`config.mk`:
```
export PLATFORM = sky130hd
export DESIGN_NAME = register_status_table_flat
export DESIGN_NICKNAME = d
export VERILOG_FILES = /design/src/rtl/cobalt_pkg.sv /design/src/rtl/register_status_table_if.sv /design/src/rtl/rst_entry.sv /design/src/rtl/register_status_table.sv /design/src/flat_wrapper.sv
export SDC_FILE = /design/constraint.sdc
export NUM_CORES = 1
export LEC_CHECK = 0
export BUFFER_PORTS_ARGS = -buffer_cell sky130_fd_sc_hd__buf_2
export CAP_MARGIN = 20
export CORE_UTILIZATION = 55
export DETAILED_ROUTE_END_ITERATION = 8
export GPL_ROUTABILITY_DRIVEN = 0
export PLACE_DENSITY_LB_ADDON = 0.1
export SLEW_MARGIN = 5
export SYNTH_ARGS = -nofsm -noshare
export SYNTH_HDL_FRONTEND = slang
export SYNTH_SLANG_ARGS = --single-unit
```
`constraint.sdc`:
```
create_clock -name clk -period 4.4 [get_ports clk]
set_input_delay 0.88 -clock clk [delete_from_list [all_inputs] [get_ports clk]]
set_output_delay 0.88 -clock clk [all_outputs]
set_load 0.005 [all_outputs]
```
`src/rtl/cobalt_pkg.sv`:
```
// cobalt_pkg: core-wide constants and types shared by the register
// status table, tag allocator, reservation stations and CDB arbiter.
package cobalt_pkg;

  localparam int W_ADDR = 5;
  localparam int W_TAG  = 6;
  localparam int N_REG  = 1 << W_ADDR;

  typedef logic [W_ADDR-1:0] addr_t;
  typedef logic [W_TAG-1:0]  tag_t;
  typedef logic [N_REG-1:0]  onehot_t;
  typedef logic [W_ADDR:0]   cnt_t;

endpackage

```
`src/rtl/register_status_table_if.sv`:
```
// register_status_table_if: dispatch/CDB/flush inputs and lookup/wen outputs.
// master = dispatch side, slave = status table; rst_busy_count under RST_BUSY_COUNT_EN.
interface register_status_table_if;
  import cobalt_pkg::*;

  logic    dispatch_rd_en;
  addr_t   dispatch_rdaddr;
  tag_t    dispatch_rdtag;
  addr_t   dispatch_rsaddr;
  addr_t   dispatch_rtaddr;
  logic    cdb_valid;
  tag_t    cdb_tag;
  logic    rst_flush;
  onehot_t rst_wen_onehot;
  logic    rst_rs_pending;
  tag_t    rst_rs_tag;
  logic    rst_rs_fwd;
  logic    rst_rt_pending;
  tag_t    rst_rt_tag;
  logic    rst_rt_fwd;
`ifdef RST_BUSY_COUNT_EN
  cnt_t    rst_busy_count;
`endif

`ifdef RST_BUSY_COUNT_EN
  modport master (
    output dispatch_rd_en, dispatch_rdaddr, dispatch_rdtag,
    output dispatch_rsaddr, dispatch_rtaddr,
    output cdb_valid, cdb_tag, rst_flush,
    input  rst_wen_onehot,
    input  rst_rs_pending, rst_rs_tag, rst_rs_fwd,
    input  rst_rt_pending, rst_rt_tag, rst_rt_fwd,
    input  rst_busy_count
  );
  modport slave (
    input  dispatch_rd_en, dispatch_rdaddr, dispatch_rdtag,
    input  dispatch_rsaddr, dispatch_rtaddr,
    input  cdb_valid, cdb_tag, rst_flush,
    output rst_wen_onehot,
    output rst_rs_pending, rst_rs_tag, rst_rs_fwd,
    output rst_rt_pending, rst_rt_tag, rst_rt_fwd,
    output rst_busy_count
  );
`else
  modport master (
    output dispatch_rd_en, dispatch_rdaddr, dispatch_rdtag,
    output dispatch_rsaddr, dispatch_rtaddr,
    output cdb_valid, cdb_tag, rst_flush,
    input  rst_wen_onehot,
    input  rst_rs_pending, rst_rs_tag, rst_rs_fwd,
    input  rst_rt_pending, rst_rt_tag, rst_rt_fwd
  );
  modport slave (
    input  dispatch_rd_en, dispatch_rdaddr, dispatch_rdtag,
    input  dispatch_rsaddr, dispatch_rtaddr,
    input  cdb_valid, cdb_tag, rst_flush,
    output rst_wen_onehot,
    output rst_rs_pending, rst_rs_tag, rst_rs_fwd,
    output rst_rt_pending, rst_rt_tag, rst_rt_fwd
  );
`endif

endinterface

```
`src/rtl/rst_entry.sv`:
```
// rst_entry: one register's pending state (valid + producing tag).
// Ports: clk, reset, set/set_tag (rename), cdb_valid/cdb_tag, flush -> valid, tag, match.
module rst_entry
  import cobalt_pkg::*;
(
  input  logic clk,
  input  logic reset,
  input  logic set,
  input  tag_t set_tag,
  input  logic cdb_valid,
  input  tag_t cdb_tag,
  input  logic flush,
  output logic valid,
  output tag_t tag,
  output logic match
);

  assign match = cdb_valid & valid & (tag == cdb_tag);

  // A rename beats a same-cycle completion: the old value still gets
  // written via match, but the entry now waits on the new tag.
  always_ff @(posedge clk) begin
    if (reset) begin
      valid <= 1'b0;
      tag   <= '0;
    end else if (flush) begin
      valid <= 1'b0;
    end else if (set) begin
      valid <= 1'b1;
      tag   <= set_tag;
    end else if (match) begin
      valid <= 1'b0;
    end
  end

endmodule

```
`src/rtl/register_status_table.sv`:
```
// register_status_table: per-register pending tag, CDB match -> regfile wen, rs/rt lookup.
// Ports: clk, reset (sync, active-high), bus (slave). RST_BUSY_COUNT_EN adds rst_busy_count.
module register_status_table
  import cobalt_pkg::*;
(
  input  logic                    clk,
  input  logic                    reset,
  register_status_table_if.slave  bus
);

  onehot_t          valid_v;
  onehot_t          match_v;
  logic [N_REG-1:1] set_v;
  tag_t             tag_v [N_REG];

  // r0 is hardwired: never pending, never written.
  assign valid_v[0] = 1'b0;
  assign match_v[0] = 1'b0;
  assign tag_v[0]   = '0;

  for (genvar i = 1; i < N_REG; i++) begin : g_ent
    assign set_v[i] = bus.dispatch_rd_en & ~bus.rst_flush
                    & (bus.dispatch_rdaddr == addr_t'(i));

    rst_entry u_ent (
      .clk       (clk),
      .reset     (reset),
      .set       (set_v[i]),
      .set_tag   (bus.dispatch_rdtag),
      .cdb_valid (bus.cdb_valid),
      .cdb_tag   (bus.cdb_tag),
      .flush     (bus.rst_flush),
      .valid     (valid_v[i]),
      .tag       (tag_v[i]),
      .match     (match_v[i])
    );
  end

  assign bus.rst_wen_onehot = reset ? '0 : match_v;

  // Lookups see pre-update state; a same-cycle rename of rs/rt is not visible.
  assign bus.rst_rs_tag     = tag_v[bus.dispatch_rsaddr];
  assign bus.rst_rs_fwd     = ~reset & match_v[bus.dispatch_rsaddr];
  assign bus.rst_rs_pending = ~reset & valid_v[bus.dispatch_rsaddr]
                            & ~match_v[bus.dispatch_rsaddr];

  assign bus.rst_rt_tag     = tag_v[bus.dispatch_rtaddr];
  assign bus.rst_rt_fwd     = ~reset & match_v[bus.dispatch_rtaddr];
  assign bus.rst_rt_pending = ~reset & valid_v[bus.dispatch_rtaddr]
                            & ~match_v[bus.dispatch_rtaddr];

`ifdef RST_BUSY_COUNT_EN
  cnt_t cnt_nxt;
  cnt_t cnt_q;

  // Count the entries' next-cycle valid so the register tracks valid_v.
  always_comb begin
    cnt_nxt = '0;
    for (int i = 1; i < N_REG; i++) begin
      if (~bus.rst_flush & (set_v[i] | (valid_v[i] & ~match_v[i])))
        cnt_nxt = cnt_nxt + cnt_t'(1);
    end
  end

  always_ff @(posedge clk) begin
    if (reset) cnt_q <= '0;
    else       cnt_q <= cnt_nxt;
  end

  assign bus.rst_busy_count = cnt_q;
`endif

endmodule

```
`src/flat_wrapper.sv`:
```
// flat-port wrapper written by rule: the top's interface ports become plain ports
module register_status_table_flat import cobalt_pkg::*;
  (clk, reset, bus_dispatch_rd_en, bus_dispatch_rdaddr, bus_dispatch_rdtag, bus_dispatch_rsaddr, bus_dispatch_rtaddr, bus_cdb_valid, bus_cdb_tag, bus_rst_flush, bus_rst_wen_onehot, bus_rst_rs_pending, bus_rst_rs_tag, bus_rst_rs_fwd, bus_rst_rt_pending, bus_rst_rt_tag, bus_rst_rt_fwd);
  register_status_table_if bus_i ();
  input  logic clk;
  input  logic reset;
  input wire logic [$bits(bus_i.dispatch_rd_en)-1:0] bus_dispatch_rd_en;
  input wire logic [$bits(bus_i.dispatch_rdaddr)-1:0] bus_dispatch_rdaddr;
  input wire logic [$bits(bus_i.dispatch_rdtag)-1:0] bus_dispatch_rdtag;
  input wire logic [$bits(bus_i.dispatch_rsaddr)-1:0] bus_dispatch_rsaddr;
  input wire logic [$bits(bus_i.dispatch_rtaddr)-1:0] bus_dispatch_rtaddr;
  input wire logic [$bits(bus_i.cdb_valid)-1:0] bus_cdb_valid;
  input wire logic [$bits(bus_i.cdb_tag)-1:0] bus_cdb_tag;
  input wire logic [$bits(bus_i.rst_flush)-1:0] bus_rst_flush;
  output wire logic [$bits(bus_i.rst_wen_onehot)-1:0] bus_rst_wen_onehot;
  output wire logic [$bits(bus_i.rst_rs_pending)-1:0] bus_rst_rs_pending;
  output wire logic [$bits(bus_i.rst_rs_tag)-1:0] bus_rst_rs_tag;
  output wire logic [$bits(bus_i.rst_rs_fwd)-1:0] bus_rst_rs_fwd;
  output wire logic [$bits(bus_i.rst_rt_pending)-1:0] bus_rst_rt_pending;
  output wire logic [$bits(bus_i.rst_rt_tag)-1:0] bus_rst_rt_tag;
  output wire logic [$bits(bus_i.rst_rt_fwd)-1:0] bus_rst_rt_fwd;
  assign bus_i.dispatch_rd_en = bus_dispatch_rd_en;
  assign bus_i.dispatch_rdaddr = bus_dispatch_rdaddr;
  assign bus_i.dispatch_rdtag = bus_dispatch_rdtag;
  assign bus_i.dispatch_rsaddr = bus_dispatch_rsaddr;
  assign bus_i.dispatch_rtaddr = bus_dispatch_rtaddr;
  assign bus_i.cdb_valid = bus_cdb_valid;
  assign bus_i.cdb_tag = bus_cdb_tag;
  assign bus_i.rst_flush = bus_rst_flush;
  assign bus_rst_wen_onehot = bus_i.rst_wen_onehot;
  assign bus_rst_rs_pending = bus_i.rst_rs_pending;
  assign bus_rst_rs_tag = bus_i.rst_rs_tag;
  assign bus_rst_rs_fwd = bus_i.rst_rs_fwd;
  assign bus_rst_rt_pending = bus_i.rst_rt_pending;
  assign bus_rst_rt_tag = bus_i.rst_rt_tag;
  assign bus_rst_rt_fwd = bus_i.rst_rt_fwd;
  register_status_table u_core (.clk(clk), .reset(reset), .bus(bus_i));
endmodule
```
; ---- Yosys cells after proc, flatten, opt, wreduce, memory -nomap -nowiden
; Index checks and enable logic that the tools add are counted.
[word_totals]
output_inout_bits = 48
regBits = 217
[classes]
mux = 77
order_cmp = 4
n_reduce_logical = 63
eq_ne = 62
n_bitwise = 106
[ops]
columns = operator, count
row1 = == test 6 bit, 31
row2 = bitwise AND 1 bit, 100
row3 = "== test 5 bit, second input constant", 16
row4 = two-way mux 1 bit, 66
row5 = AND reduction 2 bit, 31
row6 = nonzero test 2 bit, 31
row7 = binary-select mux 6 bit (select 5 bit), 2
row8 = "== test 5 x 4 -> 1 bit, second input constant", 8
row9 = two-way mux 32 bit, 1
row10 = two-way mux 6 bit, 4
row11 = binary-select mux 1 bit (select 5 bit), 4
row12 = "== test 5 x 3 -> 1 bit, second input constant", 4
row13 = "greater-or-equal comparator 6 bit, second input constant", 2
row14 = "less-than comparator 5 x 6 -> 1 bit, second input constant", 2
row15 = NOT 5 -> 6 bit, 2
row16 = "== test 5 x 2 -> 1 bit, second input constant", 2
row17 = "== test 5 x 1 -> 1 bit, second input constant", 1
row18 = NOT 1 bit, 4
row19 = OR reduction 2 bit, 1

; ---- Logic depth before layout (Yosys ltp)
[logic_depth]
ltp_word = 6
ltp_mapped = 11
mapped_depth_nobuf = 7

; ---- By module
; Synthesis repeated with hierarchy kept, for this count alone.
[unflattened]
hier_cells = 1447
hier_area_um2 = 14959.3
[modules_own_cells]
columns = mod, area_per_inst_um2, instances, seq_area_each_um2, cells_per_inst
row1 = rst_entry, 335.3, 31, 140.1, 34
row2 = register_status_table, 4564.4, 1, 0.0, 393

; ---- Worst setup path before layout
; OpenSTA, ideal clock, no wires.
[synth_path]
kind = input port to output port
startpoint = in bus_dispatch_rsaddr[0]
endpoint = out bus_rst_rs_tag[0]
setup_slack_ps = 294
arrival_time_ps = 3226
stages = 6
path_cell_list = clkbuf_1 -> buf_2 -> buf_1 -> mux4_2 -> mux4_2 -> mux2_2
[synth_via]
elab_chain_len = 4
[synth_rtl]
columns = item, line
row1 = "start, declared", flat_wrapper.sv:10  ; input wire logic [$bits(bus_i.dispatch_rsaddr)-1:0] bus_dispatch_rsaddr;
row2 = NOT 5 -> 6 bit (not written as such), register_status_table.sv:42  ; assign bus.rst_rs_tag = tag_v[bus.dispatch_rsaddr];
row3 = binary-select mux 6 bit (select 5 bit), register_status_table.sv:42
row4 = two-way mux 6 bit (not written as such) (2 in series), register_status_table.sv:42
row5 = "end, declared", flat_wrapper.sv:17  ; output wire logic [$bits(bus_i.rst_rs_tag)-1:0] bus_rst_rs_tag;
; No other way between the ends. The select of a mux whose other input is x is not followed.

; ---- Worst setup path after layout
[layout_path]
startpoint = in bus_cdb_tag[3]
endpoint = out bus_rst_rt_fwd
[layout_via]
elab_chain_len = 5
elab_cells_between_ends = 65
[layout_rtl]
columns = item, line
row1 = "start, declared", flat_wrapper.sv:13  ; input wire logic [$bits(bus_i.cdb_tag)-1:0] bus_cdb_tag;
row2 = == test 6 bit, rst_entry.sv:18  ; assign match = cdb_valid & valid & (tag == cdb_tag);
row3 = bitwise AND 1 bit, rst_entry.sv:18
row4 = binary-select mux 1 bit (select 5 bit) *, register_status_table.sv:48  ; assign bus.rst_rt_fwd = ~reset & match_v[bus.dispatch_rtaddr];
row5 = two-way mux 1 bit (not written as such) *, register_status_table.sv:48
row6 = bitwise AND 1 bit *, register_status_table.sv:48
row7 = "end, declared", flat_wrapper.sv:21  ; output wire logic [$bits(bus_i.rst_rt_fwd)-1:0] bus_rst_rt_fwd;
; Mark *: on every way between the ends. The rest lies on a longest branch, timed or not. The select of a mux whose other input is x is not followed.

==> impl_metrics.json <==
{
  "final.setup_skew_ps": 11.6,
  "yosys.area.top_type_share": 0.307,
  "cpMaxStageDelayCell": "mux4_2",
  "cts_tree": "yes",
  "synth_edf_count": 0,
  "finalHoldViolations": 0,
  "track_usage": 0.356,
  "start_kind": "input pin",
  "synthCells": 1419,
  "synthesis.area_sq_um": 14200,
  "tns_ps": 0,
  "worst_r2r_startpoint": "u_core.g_ent[19].u_ent.tag[1]$_SDFFE_PP0P_",
  "post_cts_resized": 0,
  "die_w_microns": 162,
  "post_cts_buffers": 0,
  "slew_headroom": 0.363,
  "place_inst": 1755,
  "maxCapViolations": 0,
  "final_util": 0.629,
  "worst_slew_pin_slew_ps": 952,
  "max_stage_delay_ps": 540,
  "htreeDepth": 1,
  "die_h_microns": 162,
  "via_count": 11600,
  "peakVddDrop_v": 0.000351,
  "wl_per_cell_microns": 25.9,
  "diodes": 0,
  "crit_arrival_ps": 3340,
  "stdcell_count": 1799,
  "startpoint": "bus_cdb_tag[3]",
  "viasPerCell": 6.47,
  "maxSlewViolCount": 0,
  "critPathMostFrequentCell": "buf_2",
  "synth_area_per_cell_sq_um": 9.98,
  "antenna_found_initial": 1,
  "path_cells": "buf_2 -> buf_12 -> xor2_1 -> nor4_1 -> nand4_1 -> mux4_2 -> o2bb2ai_1 -> a221o_1 -> a21oi_1 -> buf_2",
  "place_hpwl_mm": 33.8,
  "coreArea_sq_um": 25200,
  "row_count": 58,
  "root_buffer": "clkbuf_16",
  "holdBufCountCts": 0,
  "ios": 80,
  "first_iter_violations": 1477,
  "drive_gt1_frac": 0.222,
  "ys_seq_area_frac": 0.307,
  "clk_latency_ps": 550,
  "drcViolationCount": 0,
  "grt_pass1_vias": 10900,
  "synth_area_leaders": "dfxtp_1, mux4_2, mux2i_1",
  "cts.sinks": 217,
  "min_period_over_period": 0.960,
  "hp-class": "reg -> reg",
  "synth_largest_area_cell": "dfxtp_1",
  "area_growth_pct": 11.9,
  "grt_max_degree": 74,
  "hold_path.startpoint": "u_core.g_ent[2].u_ent.valid$_SDFFE_PP0P_",
  "rsz0062_at_grt": "no",
  "period_minus_slack_ps": 4220,
  "wirelength_mm": 46.7,
  "synth-seq-cells": 217,
  "numCtsBuffers": 25,
  "grt_pass1_wl_mm": 69.8,
  "clock.fmax_mhz": 237,
  "netlist-cell-type-count": 48,
  "power_density_nw_per_um2": 294,
  "dieArea_sq_um": 26400,
  "num-nets-final": 1484,
  "critPathRequiredTime_ps": 3520,
  "syn_nets": 1451,
  "crit_path_end_kind": "primary output",
  "status": "finished, final reports clean",
  "cts_max_path_buffers": 3,
  "drtAntennaViolNets": 0,
  "ys.flop_type": "dfxtp_1",
  "start_util": 0.562,
  "ys.warnings.count": 0,
  "clk_pin_slew_ps": 60,
  "critPathKind": "in -> out",
  "critPathMaxFanout": 19,
  "drtPass1Iterations": 5,
  "io_buffers": 78,
  "overflow": 0,
  "ys_top_cells_by_count": "nor2_1, dfxtp_1, mux2i_1, mux4_2, xor2_1",
  "yosysMostFrequentCell": "nor2_1",
  "finalSetupViolCount": 0,
  "async_flop_share": 0,
  "p_leak_nw": 6.42
}
-- metrics by stage --
step / power, mW / instance area, sq um / setup slack (ps) / hold slack (ps)
after global routing: 4.77 / 15800 / 51.0 / 517
after global placement: 2.51 / 15000 / 277 / 471
after CTS: 4.66 / 15800 / 235 / 490
final: 4.65 / 15800 / 178 / 492
after detailed placement: 2.52 / 15000 / 242 / 482
after floorplan: 2.36 / 14200 / 294 / 456
-- layout make-up --
cell class | instances | area (sq um)
fillers | 2108 | 9340
multi-input cells | 1067 | 9240
flip-flops and latches | 217 | 4340
repair buffers | 136 | 1000
clock buffers | 32 | 662
well taps | 330 | 413
clock inverters | 12 | 166
inverters | 5 | 18.8
-- registers in the layout (all words and copies together) (netlist names) --
name                      cells
u_core.g_ent.u_ent.valid     31
u_core.g_ent.u_ent.tag      186
-- cells in the final DEF, fill, tap and decap left out, types with 3 or more instances in the layout --
cell / synthesis / routed
buf_4: 4 / 47
and3_1: 3 / 3
dfxtp_1: 217 / 217
mux4_2: 132 / 132
clkbuf_16: 0 / 25
nand3b_1: 3 / 3
buf_2: 17 / 75
o21ai_0: 9 / 9
a22o_1: 7 / 7
o221ai_1: 5 / 5
clkbuf_1: 85 / 6
nor4_1: 31 / 31
inv_1: 3 / 3
nor2b_1: 8 / 8
nand2b_1: 7 / 7
a21oi_1: 37 / 37
nand4_1: 29 / 29
and2_1: 4 / 4
nand2_1: 73 / 73
nor2_1: 276 / 276
bufinv_16: 0 / 4
xnor2_1: 81 / 81
mux2_2: 13 / 13
buf_12: 0 / 13
mux2i_1: 201 / 201
nand3_1: 10 / 10
xor2_1: 105 / 105
clkinv_2: 0 / 6
nor3_1: 8 / 8
-- final timing paths --
| check | endpoint | slack, ps | depth (start not counted) |
|---|---|---|---|
| worst max-delay path | bus_rst_rt_fwd | 180 | 10 |
| worst min-delay path | u_core.g_ent[2].u_ent.valid$_SDFFE_PP0P_ | 490 | 2 |
| worst max register to register | u_core.g_ent[19].u_ent.valid$_SDFFE_PP0P_ | 2750 | 5 |
| worst min register to register | u_core.g_ent[2].u_ent.valid$_SDFFE_PP0P_ | 490 | 2 |
-- critical path: cells and delay by family --
kind	cells	cell delay, ps
simple gates	2	500
compound gates	3	740
mux	1	540
xor+xnor	1	90
buf+inv	3	590
-- layer usage --
metal	vias up	routed length [microns]	global-route usage
met2	704	20200	0.530
li1	5115	-	-
met1	5722	19500	0.503
met4	2	1400	0.103
met3	89	5510	0.0985
met5	-	18	0
-- report_power, final --
group | switching, mW | leakage [nW] | internal [mW]
registers | 0.0100 | 1.75 | 1.97
logic | 0.317 | 4.26 | 0.185
clock network | 0.876 | 0.407 | 1.29
-- cells by family after synthesis --
logic type | Yosys count | share of synthesized area
DFF | 217 | 0.307
muxes | 346 | 0.362
xor gates and xnor gates | 186 | 0.115
and+or+nand+nor | 465 | 0.145
AOI/OAI and AO/OA | 69 | 0.0298
other | 1 | 0.000265
buffers and inverters | 135 | 0.0407
(Power assumes the default switching activity.)
